[src/rtl/scan_decoder_n.sv]
// -----------------------------------------------------------------------------
// scan_decoder_n
//   Registered N-way digit-select decoder with a built-in scan sequencer for a
//   multiplexed display. In auto mode the selected digit advances once per
//   prescaler period and wraps after the last digit. In manual mode the digit
//   index comes from sel_in; out-of-range indices are ignored. The tick and
//   frame strobes let the segment-data path stay aligned with the selected
//   digit.
//
//   Optional feature macro: SCAN_DEADTIME_EN
//     When defined, dig_en is held inactive for DEAD_CYC clocks after every
//     change of sel (anti-ghosting). DEAD_CYC must be smaller than DIV.
//
// Parameters
//   DIGITS      number of digit positions (2..16)
//   SEL_W       digit index width, 2**SEL_W >= DIGITS
//   DIV         clocks per digit slot (>= 1)
//   ACTIVE_LOW  1 = dig_en active-low
//   DEAD_CYC    dead-time clocks (only with SCAN_DEADTIME_EN)
//
// Ports
//   clk     in   rising-edge clock
//   rst_n   in   synchronous reset, active-low
//   blank   in   1 = all digit enables inactive; scanning continues
//   mode    in   0 = auto scan, 1 = manual select
//   sel_in  in   manual digit index
//   dig_en  out  one-hot digit enable (registered)
//   sel     out  current digit index (registered)
//   tick    out  one-clock pulse at each slot boundary
//   frame   out  one-clock pulse when auto scan wraps DIGITS-1 -> 0
//
// Handshake: none. All outputs are registered and change only on clk edges;
// dig_en, sel, tick and frame always update on the same edge.
// -----------------------------------------------------------------------------
module scan_decoder_n #(
    parameter int DIGITS     = 6,
    parameter int SEL_W      = 3,
    parameter int DIV        = 4,
    parameter int ACTIVE_LOW = 0,
    parameter int DEAD_CYC   = 1
) (
    input  logic              clk,
    input  logic              rst_n,
    input  logic              blank,
    input  logic              mode,
    input  logic [SEL_W-1:0]  sel_in,
    output logic [DIGITS-1:0] dig_en,
    output logic [SEL_W-1:0]  sel,
    output logic              tick,
    output logic              frame
);

    localparam int CNT_W = (DIV > 1) ? $clog2(DIV) : 1;
    localparam logic [CNT_W-1:0]  CNT_MAX  = CNT_W'(DIV - 1);
    localparam logic [SEL_W-1:0]  LAST_SEL = SEL_W'(DIGITS - 1);
    // One extra bit so DIGITS == 2**SEL_W is still representable.
    localparam logic [SEL_W:0]    DIGITS_X = (SEL_W + 1)'(DIGITS);
    localparam logic [DIGITS-1:0] INACTIVE = (ACTIVE_LOW != 0) ? {DIGITS{1'b1}} : {DIGITS{1'b0}};

    logic [CNT_W-1:0]  cnt_q, cnt_d;
    logic [SEL_W-1:0]  sel_q, sel_d;
    logic [DIGITS-1:0] dig_en_q, dig_en_d;
    logic              tick_q, frame_q, frame_d;
    logic              cnt_wrap;
    logic              dark;
    logic [DIGITS-1:0] onehot;

    // Prescaler and digit sequencing.
    always_comb begin
        cnt_wrap = (cnt_q == CNT_MAX);
        cnt_d    = cnt_wrap ? '0 : cnt_q + 1'b1;
        sel_d    = sel_q;
        frame_d  = 1'b0;
        if (mode) begin
            // Out-of-range manual indices leave the selection untouched.
            if ({1'b0, sel_in} < DIGITS_X) begin
                sel_d = sel_in;
            end
        end else if (cnt_wrap) begin
            if (sel_q == LAST_SEL) begin
                sel_d   = '0;
                frame_d = 1'b1;
            end else begin
                sel_d = sel_q + 1'b1;
            end
        end
    end

    // Decode the next-state index so dig_en lines up with sel on the same edge.
    always_comb begin
        onehot = '0;
        for (int k = 0; k < DIGITS; k++) begin
            if (sel_d == SEL_W'(k)) begin
                onehot[k] = 1'b1;
            end
        end
    end

`ifdef SCAN_DEADTIME_EN
    localparam int DEAD_W = (DEAD_CYC > 0) ? $clog2(DEAD_CYC + 1) : 1;
    localparam logic [DEAD_W-1:0] DEAD_LOAD = DEAD_W'((DEAD_CYC > 0) ? DEAD_CYC - 1 : 0);

    logic [DEAD_W-1:0] dead_q, dead_d;

    // A change of sel starts (or restarts) the dark window; the edge that
    // changes sel is itself the first dark clock.
    always_comb begin
        dead_d = dead_q;
        dark   = blank;
        if ((sel_d != sel_q) && (DEAD_CYC > 0)) begin
            dead_d = DEAD_LOAD;
            dark   = 1'b1;
        end else if (dead_q != '0) begin
            dead_d = dead_q - 1'b1;
            dark   = 1'b1;
        end
    end

    always_ff @(posedge clk) begin
        if (!rst_n) begin
            dead_q <= '0;
        end else begin
            dead_q <= dead_d;
        end
    end
`else
    localparam int unused_dead_cyc = DEAD_CYC;

    always_comb begin
        dark = blank;
    end
`endif

    always_comb begin
        dig_en_d = dark ? INACTIVE : (onehot ^ INACTIVE);
    end

    always_ff @(posedge clk) begin
        if (!rst_n) begin
            cnt_q    <= '0;
            sel_q    <= '0;
            tick_q   <= 1'b0;
            frame_q  <= 1'b0;
            dig_en_q <= INACTIVE;
        end else begin
            cnt_q    <= cnt_d;
            sel_q    <= sel_d;
            tick_q   <= cnt_wrap;
            frame_q  <= frame_d;
            dig_en_q <= dig_en_d;
        end
    end

    assign dig_en = dig_en_q;
    assign sel    = sel_q;
    assign tick   = tick_q;
    assign frame  = frame_q;

endmodule
[config.mk]
export PLATFORM = sky130hd
export DESIGN_NAME = scan_decoder_n
export DESIGN_NICKNAME = d
export VERILOG_FILES = /design/src/rtl/scan_decoder_n.sv
export SDC_FILE = /design/constraint.sdc
export NUM_CORES = 1
export LEC_CHECK = 0
export CAP_MARGIN = 20
export CORE_MARGIN = 4
export CORE_UTILIZATION = 43
export DETAILED_ROUTE_END_ITERATION = 8
export HOLD_SLACK_MARGIN = 0.02
export PLACE_DENSITY = 0.85
export SLEW_MARGIN = 10
export SYNTH_ARGS = -nofsm -noshare
export SYNTH_HDL_FRONTEND = slang
export SYNTH_SLANG_ARGS = --single-unit
export TNS_END_PERCENT = 10
[constraint.sdc]
create_clock -name clk -period 1.9 [get_ports clk]
set_clock_uncertainty 0.1 [all_clocks]
set_input_delay 0.19 -clock clk [delete_from_list [all_inputs] [get_ports clk]]
set_output_delay 0.19 -clock clk [all_outputs]
set_load 0.05 [all_outputs]
==> results.md <==
* Status: finished clean
* F_max at approximately 550 MHz
* Seq/Total Area, Yosys at between 40 and 50%
* Synth warnings at 0
* Clk slew on worst S/H paths at 0.07 ns
* Hold Path Class: register to register
* Aggregate global routing overflow at 0
* Htree depth at 1
* Vias in the first global route at 440
* Worst-margin pin slew at 0.568 ns
* Drt initial violations at 4
* Routed Antenna Nets at 0
* Post-synthesis register bit count at 13
* CP Capture Type: primary output
* Max Cap Viol at 0
* Startpoint Class: register
* # diodes at 0
* Syn Inst Count at 59
* Starting Density at 48.0%
* Crit share post-route at 95.5%
* First-pass GRT wire length at 1.89 mm
* Net Sw Frac at about 28%
* Combinational Power Share at 22.5%
* Count of cell types in the netlist at 29
* Tmin final at around 1.8 ns
* Die X at 44.1 um
* Core area at between 1000 and 1500 um2
* Port Buffer Count at 17
* Internal power at between 0.4 and 0.5 mW
* NetSw at 0.168 mW
* Slew Viols, Final at 0
* TritonCTS clock tree: built
* Cell family with the largest share of critical-path delay: buffers and inverters
* Root Buffer: clkbuf_4
* Peak VDD IR at 0.519 mV
* Critical Path AT at 1.53 ns
* DRC at 0
* Share of cells above drive strength 1 at approximately a fifth
* # IOs at 18
* Setup bufs post-CTS at 0
* Met1 WL at between 500 and 600 um
* Worst slew margin at 61.8%
* CP max stage cell: clkdlybuf4s50_1
* Clk_lat worst skew at 0.27 ns
* Vias per cell at ~5.2
* Fill count at 100
* GRT Util Overall at 13.0%
* Synth Cell Area at 562 um2
* DR WL met2 at about 500 um
* Largest net degree at the start of global routing at 10
* Seq pwr share at about half
* Routed WL at 1.12 mm
* Avg WL per Cell at 11.9 um
* Inserted Clock Buffers at 3
* Endpoints failing hold at 0
* Core Util, Final at 66.8%
* Critical path's largest stage delay at 0.84 ns
* Setup violation total in the final timing report at 0
* GP Congestion at around 0.75
* Worst endpoint required time at 1.61 ns
* WS Path Type: register to primary output
* CP cell instances: clkdlybuf4s50_1
* Syn Area/Cell at 9.52 um2
* Clock power frac at approximately 27%
* Sink Count at 13
* P per Cell Area at 758 nW/um2
* RSZ-0062 raised after global routing: false
* Synthesized Nets at between 60 and 70
* Die area at 1950 um2
* Pre-antenna DRT Iters at 4
* DP Wirelength at 879 um
* Static leakage at approximately 0.31 nW
* Worst path buffer plus inverter count at 1
* CTS Buffer Depth at 2
* Die height at 44.1 um
* WHS at 0.335 ns
* Crit-path max FO at 6
* Num rows at 12
* Nets at 89
* Total power at 0.593 mW
* Vias at 488
* Initial antenna violation count at 0
* Met3 routed WL at 62 um
* P&R area growth vs syn at 39.2%
* DR top layer: met4
[sequential cells by signal, indices dropped and copies added, names as in the netlist]
name and flops:
tick 1, dig_en 6, sel 3, frame 1
cnt_q 2
[cell usage in the layout, fill, tap and decap left out, drive strengths merged, types with 2 or more instances in the layout]
master / count
a21o: 2
a21oi: 3
and2: 5
buf: 2
clkbuf: 4
clkdlybuf4s50: 16
dfxtp: 13
nand2: 4
nand2b: 2
nor2: 2
nor3: 7
nor3b: 4
[area by class of cell]
class / instances / area [um2] / share of cell area (%)
multi-input combinational: 44 / 299 / 38.2
sequential: 13 / 260 / 33.3
timing repair buffer: 18 / 175 / 22.4
clock buffer: 4 / 26.3 / 3.36
tap: 14 / 17.5 / 2.24
inverter: 1 / 3.75 / 0.480
[routing by layer]
metal,vias to the layer above,GRT usage (%)
met5,-,0
met2,11,20.6
met1,220,16.0
met4,0,7.23
met3,4,3.25
li1,253,-
[worst paths after layout]
check                start        end  slack [ns]  depth (start not counted)
setup reg to reg  cnt_q[0]  dig_en[2]        0.11                          5
hold / removal    cnt_q[0]   cnt_q[0]        0.34                          1
setup / recovery    sel[1]     sel[1]        0.08                          1
hold reg to reg   cnt_q[0]   cnt_q[0]        0.34                          1
[cells in the mapped netlist]
library cell,count,share of area (%)
dfxtp_1,13,46
nor3_1,7,6.2
nand2_1,4,2.7
nor3b_1,4,5.3
a21oi_1,3,2.7
and2_1,2,2.2
and2_4,2,3.1
nand2b_1,2,2.2
nor2_1,2,1.3
a211o_2,1,1.8
a211oi_1,1,1.3
a21boi_0,1,1.3
a21o_1,1,1.3
a21o_2,1,1.6
a31oi_1,1,1.1
and2_2,1,1.3
and3b_2,1,1.8
buf_2,1,0.89
ha_1,1,2.2
inv_2,1,0.67
nand3_1,1,0.89
nand3b_1,1,1.3
nor2b_1,1,1.1
nor4_1,1,1.1
nor4b_2,1,2.7
o21ai_0,1,0.89
o31ai_1,1,1.3
or2_2,1,1.1
or3_4,1,2.0
[timing repair]
item                       CTS  global route
setup endpoints to repair    0             1
hold buffers                 0             0
gates resized for setup      0             1
[metrics by stage]
step	instance area (um2)	instances	setup TNS [ns]	setup WS, ns
2_1_floorplan	562	59	0	0.222
3_3_place_gp	749	90	0	0.0456
3_5_place_dp	749	90	-0.0395	-0.0285
4_1_cts	776	94	0	0.0854
5_1_grt	782	94	0	0.0110
6_report	782	94	0	0.0848
[logic make-up after synthesis]
kind of cell,count (synthesis),synth area share (%)
AOI/OAI and AO/OA,11,13.4
adders and majority gates,1,2.23
buffers and inverters,2,1.56
DFF,13,46.3
and+or+nand+nor,32,36.5
[power groups by stage]
stage               registers, mW  logic, mW  clock network (mW)
floorplan                   0.338     0.0534                   0
global placement            0.304      0.130                   0
detailed placement          0.304      0.132                   0
CTS                         0.298      0.132               0.165
global route                0.302      0.143               0.183
finish                      0.298      0.134               0.161
No activity file was read; power rests on OpenSTA's default activity.
